$ cat config.mk
export PLATFORM = sky130hd
export DESIGN_NAME = traffic_phase_timer
export DESIGN_NICKNAME = d
export VERILOG_FILES = /design/src/rtl/traffic_phase_timer.sv
export SDC_FILE = /design/constraint.sdc
export NUM_CORES = 1
export LEC_CHECK = 0
export ABC_AREA = 1
export ABC_CLOCK_PERIOD_IN_PS = 3000
export CAP_MARGIN = 40
export CORE_ASPECT_RATIO = 0.9
export CORE_MARGIN = 10
export CORE_UTILIZATION = 51
export CTS_CLUSTER_SIZE = 16
export DETAILED_ROUTE_END_ITERATION = 12
export GPL_TIMING_DRIVEN = 0
export MAX_ROUTING_LAYER = met4
export PLACE_DENSITY = 0.89
export SYNTH_ARGS = -nofsm -noshare
export SYNTH_HDL_FRONTEND = slang
export SYNTH_SLANG_ARGS = --single-unit
$ cat constraint.sdc
create_clock -name clk -period 3 [get_ports clk]
set_clock_uncertainty 0.15 [all_clocks]
set_input_delay 0.45 -clock clk [delete_from_list [all_inputs] [get_ports clk]]
set_output_delay 0.45 -clock clk [all_outputs]
set_load 0.1 [all_outputs]
$ cat src/rtl/traffic_phase_timer.sv
// Phase timer for the traffic-light controller: decodes the current phase from the
// light outputs, counts its dwell down, and issues a one-clock advance pulse on en.
module traffic_phase_timer #(
    parameter int          CNT_W         = 16,
    parameter int unsigned T_MAIN_GREEN  = 30,
    parameter int unsigned T_MAIN_YELLOW = 5,
    parameter int unsigned T_ALL_RED     = 2,
    parameter int unsigned T_SIDE_GREEN  = 20,
    parameter int unsigned T_SIDE_YELLOW = 5,
    parameter int unsigned T_PED         = 15
) (
    input  logic             clk,
    input  logic             reset_n,
    input  logic             run,
    input  logic             MG,
    input  logic             MY,
    input  logic             MR,
    input  logic             SG,
    input  logic             SY,
    input  logic             SR,
    input  logic             pedLight,
    input  logic             newCycle,
    output logic             en,
    output logic [2:0]       phase,
    output logic [CNT_W-1:0] remaining,
    output logic             fault,
    output logic [7:0]       cycle_count
);

    typedef enum logic [2:0] {
        IDLE   = 3'd0,
        LOAD   = 3'd1,
        COUNT  = 3'd2,
        PULSE  = 3'd3,
        SETTLE = 3'd4,
        FAULT  = 3'd5
    } state_t;

    localparam logic [2:0] PH_INVALID = 3'd7;

    state_t           state, state_next;
    logic [2:0]       prev_phase, prev_phase_next;
    logic [CNT_W-1:0] remaining_next;
    logic [7:0]       cycle_count_next;
    logic [1:0]       main_lit, side_lit;

    // Zero-length dwells would make COUNT wait a full counter wrap, so clamp to one.
    function automatic logic [CNT_W-1:0] dwell_of(input logic [2:0] p);
        int unsigned t;
        case (p)
            3'd0:    t = T_MAIN_GREEN;
            3'd1:    t = T_MAIN_YELLOW;
            3'd2:    t = T_ALL_RED;
            3'd3:    t = T_SIDE_GREEN;
            3'd4:    t = T_SIDE_YELLOW;
            3'd5:    t = T_PED;
            default: t = 1;
        endcase
        if (t == 0) t = 1;
        return t[CNT_W-1:0];
    endfunction

    always_comb begin
        main_lit = {1'b0, MG} + {1'b0, MY} + {1'b0, MR};
        side_lit = {1'b0, SG} + {1'b0, SY} + {1'b0, SR};
        phase    = PH_INVALID;
        if (main_lit == 2'd1 && side_lit == 2'd1) begin
            if (MG && SR)      phase = 3'd0;
            else if (MY && SR) phase = 3'd1;
            else if (MR && SR) phase = pedLight ? 3'd5 : 3'd2;
            else if (MR && SG) phase = 3'd3;
            else if (MR && SY) phase = 3'd4;
        end
    end

    always_comb begin
        state_next       = state;
        remaining_next   = remaining;
        prev_phase_next  = prev_phase;
        cycle_count_next = cycle_count;
        case (state)
            IDLE: if (run) state_next = LOAD;
            LOAD: begin
                if (phase == PH_INVALID || (phase == prev_phase && prev_phase != PH_INVALID)) begin
                    state_next     = FAULT;
                    remaining_next = '0;
                end else begin
                    state_next      = COUNT;
                    remaining_next  = dwell_of(phase);
                    prev_phase_next = phase;
                end
                if (phase == 3'd0 && newCycle && prev_phase != PH_INVALID)
                    cycle_count_next = cycle_count + 8'd1;
            end
            COUNT: begin
                if (run) begin
                    if (remaining == CNT_W'(1)) begin
                        state_next     = PULSE;
                        remaining_next = '0;
                    end else begin
                        remaining_next = remaining - CNT_W'(1);
                    end
                end
            end
            PULSE:  state_next = SETTLE;
            SETTLE: state_next = LOAD;
            FAULT:  remaining_next = '0;
            default: begin
                state_next     = FAULT;
                remaining_next = '0;
            end
        endcase
    end

    // en and fault are flopped from the next state so they never glitch.
    always_ff @(posedge clk) begin
        if (!reset_n) begin
            state       <= IDLE;
            en          <= 1'b0;
            remaining   <= '0;
            fault       <= 1'b0;
            cycle_count <= 8'd0;
            prev_phase  <= PH_INVALID;
        end else begin
            state       <= state_next;
            en          <= (state_next == PULSE);
            remaining   <= remaining_next;
            fault       <= (state_next == FAULT);
            cycle_count <= cycle_count_next;
            prev_phase  <= prev_phase_next;
        end
    end

endmodule

==> key figures <==
Synthesis
  • Post-synthesis cell count: 277
  • Number of synthesized flops with an enable pin: 0
  • Yosys top cell area share: 32.41%
  • Avg Cell Area, Syn: 7.137 µm²
  • Yosys reg bits: 32
  • Synth Area in Simple Gates: 41.71%
  • Synth Area in Compound Gates: 8.418%
  • Dominant cell by count in the synthesized netlist: nand2_1
  • Cell taking the most area after synthesis: dfxtp_1
  • Seq/Total Area, Yosys: 32.41%
  • Mux share of post-synthesis cell area: 0%
  • Combinational family with the most area after synthesis: simple AND/OR/NAND/NOR gates
  • Count of different cell masters after synthesis: 36
  • Post-synth ARST share: 0%
  • Most instantiated cells after synthesis: nand2_1, inv_1, dfxtp_1
  • Synth Area in Adders: 3.924%
  • Netlist Area Pre-Place: 1977 µm²
  • Ys flop type: dfxtp_1
  • Syn nets: 293
  • Xor/xnor cell area share of the yosys netlist: 4.873%
  • Synth Warn #: 0
  • Synth top area cells: dfxtp_1, nand2_1, inv_1

Setup path
  • Startpoint types: input port
  • Slowest stage delay, CP: 500 ps
  • Worst R2R Setup Slack: 890 ps
  • Worst-path maximum fanout: 7
  • CP arrival: 2330 ps
  • Worst R2R Path Depth: 7
  • Cell mode on critical path: buf_4
  • Critical path class: input port to output port
  • CP required: 2400 ps
  • CP cell instances: clkdlybuf4s50_1 > inv_1 > fa_1 > nor3_4 > buf_4 > buf_4 > nand2_2 > buf_12
  • Crit-path slowest cell: clkdlybuf4s50_1
  • Crit. End Element: output port

CTS
  • Worst skew pair latency: 290 ps
  • Hold buffers post-CTS: 0
  • Clock-pin slew on the worst setup and hold paths: 70 ps
  • CTS tree: built
  • Clock sink count: 32
  • Htree depth: 2
  • CTS Buf Count: 5
  • Clock buffer depth: 2
  • Root Driver: clkbuf_8

Timing
  • Max Clk Rate: 341.4 MHz
  • Worst Tran Pin Value: 454.1 ps
  • Slew Viols, Final: 0
  • Final number of setup-violating endpoints: 0
  • Final hold violation count: 0
  • Tmin final: 2929 ps
  • Final worst-path cycle share: 97.65%
  • Worst rel slew slack: 69.45%
  • Final TNS setup: 0 ps

Floorplanning
  • Die H: 79.07 µm
  • Die W: 85.63 µm
  • Cell Rows: 21
  • Core Area: 3731 µm²
  • Starting density of the core: 52.98%
  • IO Count: 40
  • Die area: 6770 µm²

Place
  • Cell count after placement: 391
  • Final GP Congestion: 0.8763
  • HPWL Detailed: 4375 µm
  • Buffers added on ports: 39

Detailed routing
  • Final WL: 5729 µm
  • Vias: 2086
  • Vias per cell: 5.215
  • Routed Antenna Nets: 0
  • DRT Pass-1 Iters: 4
  • First-iteration detailed-routing DRC count: 144
  • Average routed wire per standard cell: 14.32 µm
  • DRC viols: 0

Power
  • Max VDD drop: 0.4017 mV
  • Switching Share: 40.55%
  • Psw: 632.4 µW
  • Clock power share: 26.5%
  • PD cells: 523.7 nW/µm²
  • Combinational power share: 41.7%
  • Total Power: 1.560 mW
  • Cell Int Power: 927.2 µW
  • Seq pwr share: 31.8%
  • Leak: 1.376 nW

Outcome
  • Outcome: finished, final reports clean

Layout
  • Final Non-Filler Cells: 400
  • Synth-to-Final Area Change: 50.63%
  • Antenna Cells: 0
  • Final Net Count: 369
  • Fillcell total: 236
  • Layout cells sized above 1: 23.45%

Run
  • Max-Cap Viols: 0

Global route
  • Gr usage total: 17.75%
  • Vias in the first global route: 2039
  • First-pass GRT wire length: 9625 µm
  • Initial antenna violation count: 0
  • GRT overflow: 0
  • Largest net degree at the start of global routing: 11

Worst hold path
  • Class of the worst hold path: register to register
  • Hold depth: 2
per-stage QoR:
stage / setup WS (ps) / cell area (µm²) / hold slack, ps / util [%]
4_1_cts: 16.96 / 2979 / 364.9 / 79.85
5_1_grt: -6.631 / 2978 / 391.0 / 79.81
2_1_floorplan: 255.2 / 1977 / 338.1 / -
3_3_place_gp: -766.6 / 2425 / 340.5 / 64.99
3_5_place_dp: -471.2 / 2860 / 350.1 / 76.66
6_report: 70.50 / 2978 / 366.9 / 79.81
path summary, 6_finish.rpt:
| path | from | end |
|---|---|---|
| setup / recovery | SG | phase[1] |
| hold / removal | remaining[1] | remaining[1] |
| setup reg to reg | remaining[4] | remaining[15] |
| hold reg to reg | remaining[1] | remaining[1] |
layout make-up:
class                           instances  area, µm²  area share (%)
Multi-Input combinational cell        201       1165           39.12
Timing Repair Buffer                   69      835.8           28.07
Sequential cell                        32      640.6           21.51
Inverter                               41      153.9           5.168
Clock buffer                            6      72.57           2.437
Tap cell                               46      57.56           1.933
Clock inverter                          2      35.03           1.176
Buffer                                  3      17.52          0.5882
power groups by stage:
stage	Clock, mW	Combinational, mW	Sequential, mW
3_5_place_dp	0	0.641	0.504
3_3_place_gp	0	0.529	0.501
4_1_cts	0.414	0.647	0.495
2_1_floorplan	0	0.229	0.691
5_1_grt	0.434	0.686	0.500
6_report	0.413	0.651	0.495
what timing repair did:
action | in CTS | in global routing
pin swaps | 1 | 2
gates resized for setup | 8 | 0
setup buffers | 3 | 1
endpoints found under the setup margin | 3 | 1
layout by cell type, fill, tap and decap left out, types with 7 or more instances in the layout:
| master | count |
|---|---|
| dfxtp_1 | 32 |
| nand3_1 | 14 |
| nor3_1 | 8 |
| nand4_1 | 8 |
| xor2_1 | 9 |
| inv_1 | 33 |
| a21oi_1 | 15 |
| clkdlybuf4s50_1 | 32 |
| nand2_1 | 59 |
| buf_8 | 26 |
| nor2_1 | 31 |
| nand2_2 | 9 |
| inv_2 | 7 |
state kept, by name, indices dropped and copies added (netlist names):
| name | flops |
|---|---|
| state | 3 |
| en | 1 |
| remaining | 16 |
| prev_phase | 3 |
| fault | 1 |
| cycle_count | 8 |
metal layers:
layer	wire, µm	part of all wire, %	global-route usage [%]
met3	340	5.9	5.102
met4	140	2.4	7.072
met2	2958	52	31.21
met1	2289	40	18.29
met5	0	0	-
worst max-delay path, delay by kind of cell:
kind	cells	cell delay (ps)
buffers and inverters	5	1040
adders and majority gates	1	480
and+or+nand+nor	2	360
cell families after synthesis:
logic type,after synthesis
fa+ha+maj,5
compound gates,29
buf+inv,44
flops,32
simple gates,156
xor+xnor,11
No activity file was read; power rests on OpenSTA's default activity.
